### config.mk
export PLATFORM = sky130hd
export DESIGN_NAME = conteo_minas
export DESIGN_NICKNAME = d
export VERILOG_FILES = /design/src/rtl/conteo_minas.sv
export SDC_FILE = /design/constraint.sdc
export NUM_CORES = 1
export LEC_CHECK = 0
export CORE_ASPECT_RATIO = 1.1
export CORE_MARGIN = 2
export CORE_UTILIZATION = 45
export CTS_CLUSTER_DIAMETER = 40
export CTS_CLUSTER_SIZE = 28
export DETAILED_ROUTE_END_ITERATION = 6
export PLACE_DENSITY = 0.67
export SYNTH_ARGS = -nofsm -noshare
export SYNTH_HDL_FRONTEND = slang
export SYNTH_SLANG_ARGS = --single-unit
export TNS_END_PERCENT = 50
### constraint.sdc
create_clock -name clk -period 15.6 [get_ports clk]
set_input_delay 3.9 -clock clk [delete_from_list [all_inputs] [get_ports clk]]
set_output_delay 3.9 -clock clk [all_outputs]
set_load 0.05 [all_outputs]
### src/rtl/conteo_minas.sv
// Minesweeper neighbour counter: scans a latched 8x8 mine map in row-major order and
// streams one beat per cell. Define CONTEO_SALTAR_MINAS_EN to suppress beats for mine cells.
module conteo_minas (
    input  logic        clk,
    input  logic        reset,
    input  logic        start,
    input  logic [63:0] mapa_minas,
    input  logic        out_ready,
    output logic        out_valid,
    output logic [2:0]  out_fila,
    output logic [2:0]  out_col,
    output logic [3:0]  out_cuenta,
    output logic        out_mina,
    output logic        busy,
    output logic        done
);

    localparam int unsigned LADO       = 8;
    localparam int unsigned NUM_CELDAS = LADO * LADO;
    localparam int unsigned IDX_W      = 6;
    localparam int unsigned COORD_W    = 3;
    localparam int unsigned CUENTA_W   = 4;

    typedef enum logic [1:0] {
        IDLE = 2'd0,
        SCAN = 2'd1,
        FIN  = 2'd2
    } estado_t;

    estado_t                 estado_q, estado_d;
    logic [NUM_CELDAS-1:0]   mapa_q, mapa_d;
    logic [IDX_W-1:0]        idx_q, idx_d;
    // Set once the output register holds cell idx_q (either a real beat or a skip slot)
    logic                    cargado_q, cargado_d;
    logic                    out_valid_q, out_valid_d;
    logic [COORD_W-1:0]      out_fila_q, out_fila_d;
    logic [COORD_W-1:0]      out_col_q, out_col_d;
    logic [CUENTA_W-1:0]     out_cuenta_q, out_cuenta_d;
    logic                    out_mina_q, out_mina_d;
    logic                    busy_q, busy_d;
    logic                    done_q, done_d;

    logic                    cargar;
    logic [IDX_W-1:0]        idx_carga;

    // Mines in the in-bounds 8-neighbourhood of cell idx, excluding the cell itself
    function automatic logic [CUENTA_W-1:0] contar_vecinos(
        input logic [NUM_CELDAS-1:0] mapa,
        input logic [IDX_W-1:0]      idx
    );
        logic [CUENTA_W-1:0] n;
        logic [IDX_W-1:0]    pos;
        int                  fila;
        int                  col;
        int                  f;
        int                  c;
        n    = '0;
        pos  = '0;
        fila = int'(idx[5:3]);
        col  = int'(idx[2:0]);
        for (int df = -1; df <= 1; df++) begin
            for (int dc = -1; dc <= 1; dc++) begin
                f = fila + df;
                c = col + dc;
                if ((df != 0 || dc != 0) && f >= 0 && f < int'(LADO) && c >= 0 && c < int'(LADO)) begin
                    pos = IDX_W'(f * int'(LADO) + c);
                    n   = n + CUENTA_W'(mapa[pos]);
                end
            end
        end
        return n;
    endfunction

    always_ff @(posedge clk) begin
        if (reset) begin
            estado_q     <= IDLE;
            mapa_q       <= '0;
            idx_q        <= '0;
            cargado_q    <= 1'b0;
            out_valid_q  <= 1'b0;
            out_fila_q   <= '0;
            out_col_q    <= '0;
            out_cuenta_q <= '0;
            out_mina_q   <= 1'b0;
            busy_q       <= 1'b0;
            done_q       <= 1'b0;
        end else begin
            estado_q     <= estado_d;
            mapa_q       <= mapa_d;
            idx_q        <= idx_d;
            cargado_q    <= cargado_d;
            out_valid_q  <= out_valid_d;
            out_fila_q   <= out_fila_d;
            out_col_q    <= out_col_d;
            out_cuenta_q <= out_cuenta_d;
            out_mina_q   <= out_mina_d;
            busy_q       <= busy_d;
            done_q       <= done_d;
        end
    end

    always_comb begin
        estado_d     = estado_q;
        mapa_d       = mapa_q;
        idx_d        = idx_q;
        cargado_d    = cargado_q;
        out_valid_d  = out_valid_q;
        out_fila_d   = out_fila_q;
        out_col_d    = out_col_q;
        out_cuenta_d = out_cuenta_q;
        out_mina_d   = out_mina_q;
        busy_d       = busy_q;
        done_d       = 1'b0;
        cargar       = 1'b0;
        idx_carga    = idx_q;

        case (estado_q)
            IDLE: begin
                busy_d = 1'b0;
                if (start) begin
                    mapa_d      = mapa_minas;
                    idx_d       = '0;
                    cargado_d   = 1'b0;
                    out_valid_d = 1'b0;
                    busy_d      = 1'b1;
                    estado_d    = SCAN;
                end
            end
            SCAN: begin
                if (!cargado_q) begin
                    cargar    = 1'b1;
                    idx_carga = idx_q;
                end else if (!out_valid_q || out_ready) begin
                    // Current slot retires: either accepted beat or a skipped mine cell
                    if (idx_q == IDX_W'(NUM_CELDAS - 1)) begin
                        out_valid_d = 1'b0;
                        cargado_d   = 1'b0;
                        busy_d      = 1'b0;
                        done_d      = 1'b1;
                        estado_d    = FIN;
                    end else begin
                        idx_d     = idx_q + IDX_W'(1);
                        cargar    = 1'b1;
                        idx_carga = idx_q + IDX_W'(1);
                    end
                end
            end
            FIN: begin
                busy_d   = 1'b0;
                estado_d = IDLE;
            end
            default: begin
                estado_d = IDLE;
            end
        endcase

        if (cargar) begin
            cargado_d    = 1'b1;
            out_fila_d   = idx_carga[5:3];
            out_col_d    = idx_carga[2:0];
            out_cuenta_d = contar_vecinos(mapa_q, idx_carga);
            out_mina_d   = mapa_q[idx_carga];
`ifdef CONTEO_SALTAR_MINAS_EN
            out_valid_d  = !mapa_q[idx_carga];
`else
            out_valid_d  = 1'b1;
`endif
        end
    end

    assign out_valid  = out_valid_q;
    assign out_fila   = out_fila_q;
    assign out_col    = out_col_q;
    assign out_cuenta = out_cuenta_q;
    assign out_mina   = out_mina_q;
    assign busy       = busy_q;
    assign done       = done_q;

endmodule

After elaboration in Yosys (flattened, before gate mapping):

Cells that the tools add are included.

* add/subtract/negate cells: 20
* order comparisons: 21
* eq/ne operators: 11
* muxes and demuxes: 61
* bitwise gates (word level): 3
* reductions and logical operators: 32

Operators with widths (number)
* less-than comparator 6 x 7 -> 1 bit, second input constant: 9
* 2-to-1 mux 4 bit: 14
* binary-select mux 1 bit (select 6 bit): 9
* 2-to-1 mux 6 bit: 5
* adder 4 x 1 -> 4 bit: 7
* 2-to-1 mux 1 bit: 24
* logical AND 1 bit: 19
* adder 6 x 4 -> 6 bit: 3
* adder 6 x 5 -> 6 bit: 3
* adder 6 bit: 2
* != test 3 bit, second input constant: 4
* one-hot mux 6 bit (2 select lines): 1
* adder 4 x 1 -> 5 bit, second input constant: 2
* greater-or-equal comparator 5 x 1 -> 1 bit, second input constant: 2
* less-than comparator 5 bit, second input constant: 2
* adder 3 x 1 -> 4 bit, second input constant: 2
* greater-or-equal comparator 4 x 1 -> 1 bit, second input constant: 2
* less-than comparator 3 x 4 -> 1 bit, second input constant: 2
* less-than comparator 4 bit, second input constant: 2
* 2-to-1 mux 2 bit: 4
* != test 2 bit, second input constant: 4
* AND reduction 4 bit: 2
* adder 6 x 1 -> 6 bit, second input constant: 1
* equality test 6 bit, second input constant: 1
* 15 further kinds: 22

* bits in registers: 87
* output and inout bits: 14

Longest topological paths before layout:

* depth after elaboration: 32
* depth in mapped cells: 38

Least setup slack after synthesis:

OpenSTA, ideal clock, no wires.

* kind: input to register
* start: input out_ready
* end: register out_cuenta_q[3] (netlist: out_cuenta[3])
* arrival time: 11.092 ns
* required time: 15.514 ns
* path slack: 4.423 ns
* stages on the path: 32
* path through: and2b_1 > nor2_4 > nand2_4 > mux2i_1 > buf_2 > ha_1 > buf_1 > clkbuf_1 > mux4_2 > mux2i_1 > mux4_2 > and3_1 > ha_1 > and2_1 > ha_1 > mux2i_1 > nor2b_1 > ha_1 > mux2_2 > ha_1 > mux2_2 > ha_1 > mux2_2 > ha_1 > mux2_2 > ha_1 > nand3_1 > or3_1 > a21o_1 > a21oi_1 > xnor2_1 > a211oi_1

* cells in the longest elaborated chain, start to end: 31

Ends and longest elaborated chain
* from (decl): RTL line 8 `input logic out_ready,`
* logical OR 1 bit (*): RTL line 133 `end else if (!out_valid_q || out_ready) begin`
* branches (longest 30 deep; another with adder 6 x 5 -> 6 bit)
* to (signal assigned): RTL line 95 `out_cuenta_q <= out_cuenta_d;`
* to (decl): RTL line 38 `logic [CUENTA_W-1:0] out_cuenta_q, out_cuenta_d;`

Every way passes the cells marked *. The select of a mux whose other input is x is not followed.
A chain may end at the register's enable or synchronous reset.

Worst setup path in the final report:

Ends and elaborated chain as after synthesis.

==> results.toml <==
[die]
initial_utilization = 0.4631
num_rows = 44
fp.dieH_um = 126.8
pin_count = 82
die-area_um2 = 14660
core_area_um2 = 13320
dieWidth_um = 115.6

[critical_path]
slowest_stage = "mux4_2"
crit_type = "in2reg"
cpLargestDelayFamily = "adder cells"
crit_path_max_incr_delay_ns = 0.54
cp-start-kind = "primary input"
cp_data_required_time_ns = 15.86
path_common_cell = "ha_1"
crit_arrival_ns = 12.08
crit_buf_inv = 2
endpoint_kind = "flop"
path_max_fanout = 42

[timing]
finalSetupTns_ns = 0
fin_crit_sh = 0.7574
tightestPinTransition_ns = 1.130
slew_violations = 0
rsz0062_at_grt = "no"
fmax_mhz = 84.64
finClkSkew_ns = 0.009699
hold_ws_ns = 0.4552
slew_headroom = 0.2438
period_needed_ns = 11.81
final_hold_viol_count = 0
setup_viol = 0

[global_routing]
grt_pass1_vias = 4950
grt_max_degree = 66
grtUsageTotal = 0.2080
grt.overflow.total = 0
antenna_found_initial = 0
grt_pass1_wl_mm = 24.38

[cells_and_area]
final_cell_mix = "nand2_1, a21oi_1, dfxtp_1"
areaGrowthSynthToFinish_pct = 18.92
final_cell_area_um2 = 7337
final_common_cell = "nand2_1"
nNetsFinal = 841
final_layout_size_suffix_gt1_frac = 0.1060
fin_cells = 929
diodes = 0

[yosys]
synth_seq_area_share = 0.2823
synthArstFlopShare = 0
synth_seq_cells = 87
syn_nets = 789
netlist_area_um2 = 6170
avgSynthCellArea_um2 = 8.968
synth_cell_type_count = 61
netlist.area_leader.share = 0.2823
yosys_most_used_dff = "dfxtp_1"
yosysTopAreaCell = "dfxtp_1"
yosys_warnings = 0
ys_top_cells_by_area = "dfxtp_1, mux4_2, mux2i_1, nand2_1, a21oi_1"
synth_edf_count = 0
syn_inst = 688

[cts]
cts_resized = 0
clk_latency_ns = 0.35
cts_hold_buffers = 0
clockBufferDepth = 2
cts_tree = "built"
cts_root_buf = "clkbuf_16"
cts_sinks = 87
cts_setup_buffers = 0
cts_made_buffers = 9
htreeDepth = 3
clk_pin_slew_ns = 0.06

[drt]
drtIter0Drc = 263
wl_mm = 14.99
wl_per_cell_um = 16.14
drc_errors = 0
vias = 5147
dr.pass1.iters = 4
antenna_left = 0
viasPerCell = 5.540

[power_and_ir_drop]
finalPower_uw = 621.7
leakagePower_uw = 0.002950
peakVddDrop_mv = 0.08763
power_density_nw_per_um2 = 84.73

[placement]
dp_cells = 913
placed_area_um2 = 7054
gp_congestion = 0.9308
dp_hpwl_mm = 11.45
portBuffers = 81

[min_path]
hold_path_class = "reg2reg"

[run]
drv_cap = 0

[run_status]
status = "finished clean"
==> metrics by stage <==
stage,util,worst slack [ns]
after global routing,0.5507,3.246
after CTS,0.5507,3.787
after floorplan,-,4.423
final,0.5507,3.785
after detailed placement,0.5295,3.445
after global placement,0.5295,3.677
==> path summary, 6_finish.rpt <==
kind / start / end / slack [ns] / cells past startpoint
setup / recovery: out_ready / out_cuenta[3] / 3.79 / 34
hold / removal: out_cuenta[1] / out_cuenta[1] / 0.46 / 2
setup reg to reg: idx_q[0] / out_cuenta[3] / 6.60 / 34
hold reg to reg: out_cuenta[1] / out_cuenta[1] / 0.46 / 2
==> power breakdown <==
part	leakage, µW	total (µW)	internal (µW)	switching, µW
Combinational	0.00210	158	71.6	86.3
Clock	0.000140	206	114	92.7
Sequential	0.000712	257	242	15.6
Total	0.00295	622	427	195
==> area by class of cell <==
type	count	area [µm²]
clock inverter	5	40.04
clock buffer	11	242.7
multi-input combinational	536	4153
sequential	87	1742
timing repair buffer	89	865.8
tap	184	230.2
inverter	17	63.81
fill	1261	5986
==> cells by family (layout without fill, tap and decap cells) <==
kind of cell / after synthesis / in the layout / synth area share
simple gates: 233 / 233 / 0.1618
compound gates: 133 / 133 / 0.1274
flops: 87 / 87 / 0.2823
xor+xnor: 20 / 20 / 0.03265
buf+inv: 65 / 122 / 0.04624
mux: 117 / 117 / 0.2790
fa+ha+maj: 33 / 33 / 0.07057
==> registers in the layout, indices dropped and copies added, names as in the netlist <==
| register | count |
|---|---|
| idx_q | 6 |
| busy | 1 |
| out_cuenta | 4 |
| estado_q | 2 |
| out_valid | 1 |
| mapa_q | 64 |
| done | 1 |
| out_col | 3 |
| out_fila | 3 |
| out_mina | 1 |
| cargado_q | 1 |
==> layer usage <==
| layer | GRT usage | routed length, µm | share of wire |
|---|---|---|---|
| met5 | 0 | 0 | 0 |
| met4 | 0.05602 | 199 | 0.013 |
| met3 | 0.04396 | 558 | 0.037 |
| met2 | 0.3547 | 7455 | 0.50 |
| met1 | 0.2666 | 6779 | 0.45 |
==> worst min-delay path: cells and delay by family, from the launching register on <==
kind / cells / cell delay, ns
and+or+nand+nor: 1 / 0.05
DFF: 1 / 0.31
AOI/OAI and AO/OA: 1 / 0.05
==> synth_stat cells, types with 9 or more instances <==
cell type,n
dfxtp_1,87
nand3_1,9
a21oi_1,90
inv_1,15
nor2_1,25
ha_1,30
mux2i_1,70
nand2_1,164
xnor2_1,12
clkbuf_1,21
buf_1,11
mux4_2,33
Note: power is estimated with default switching activity, not from simulation.
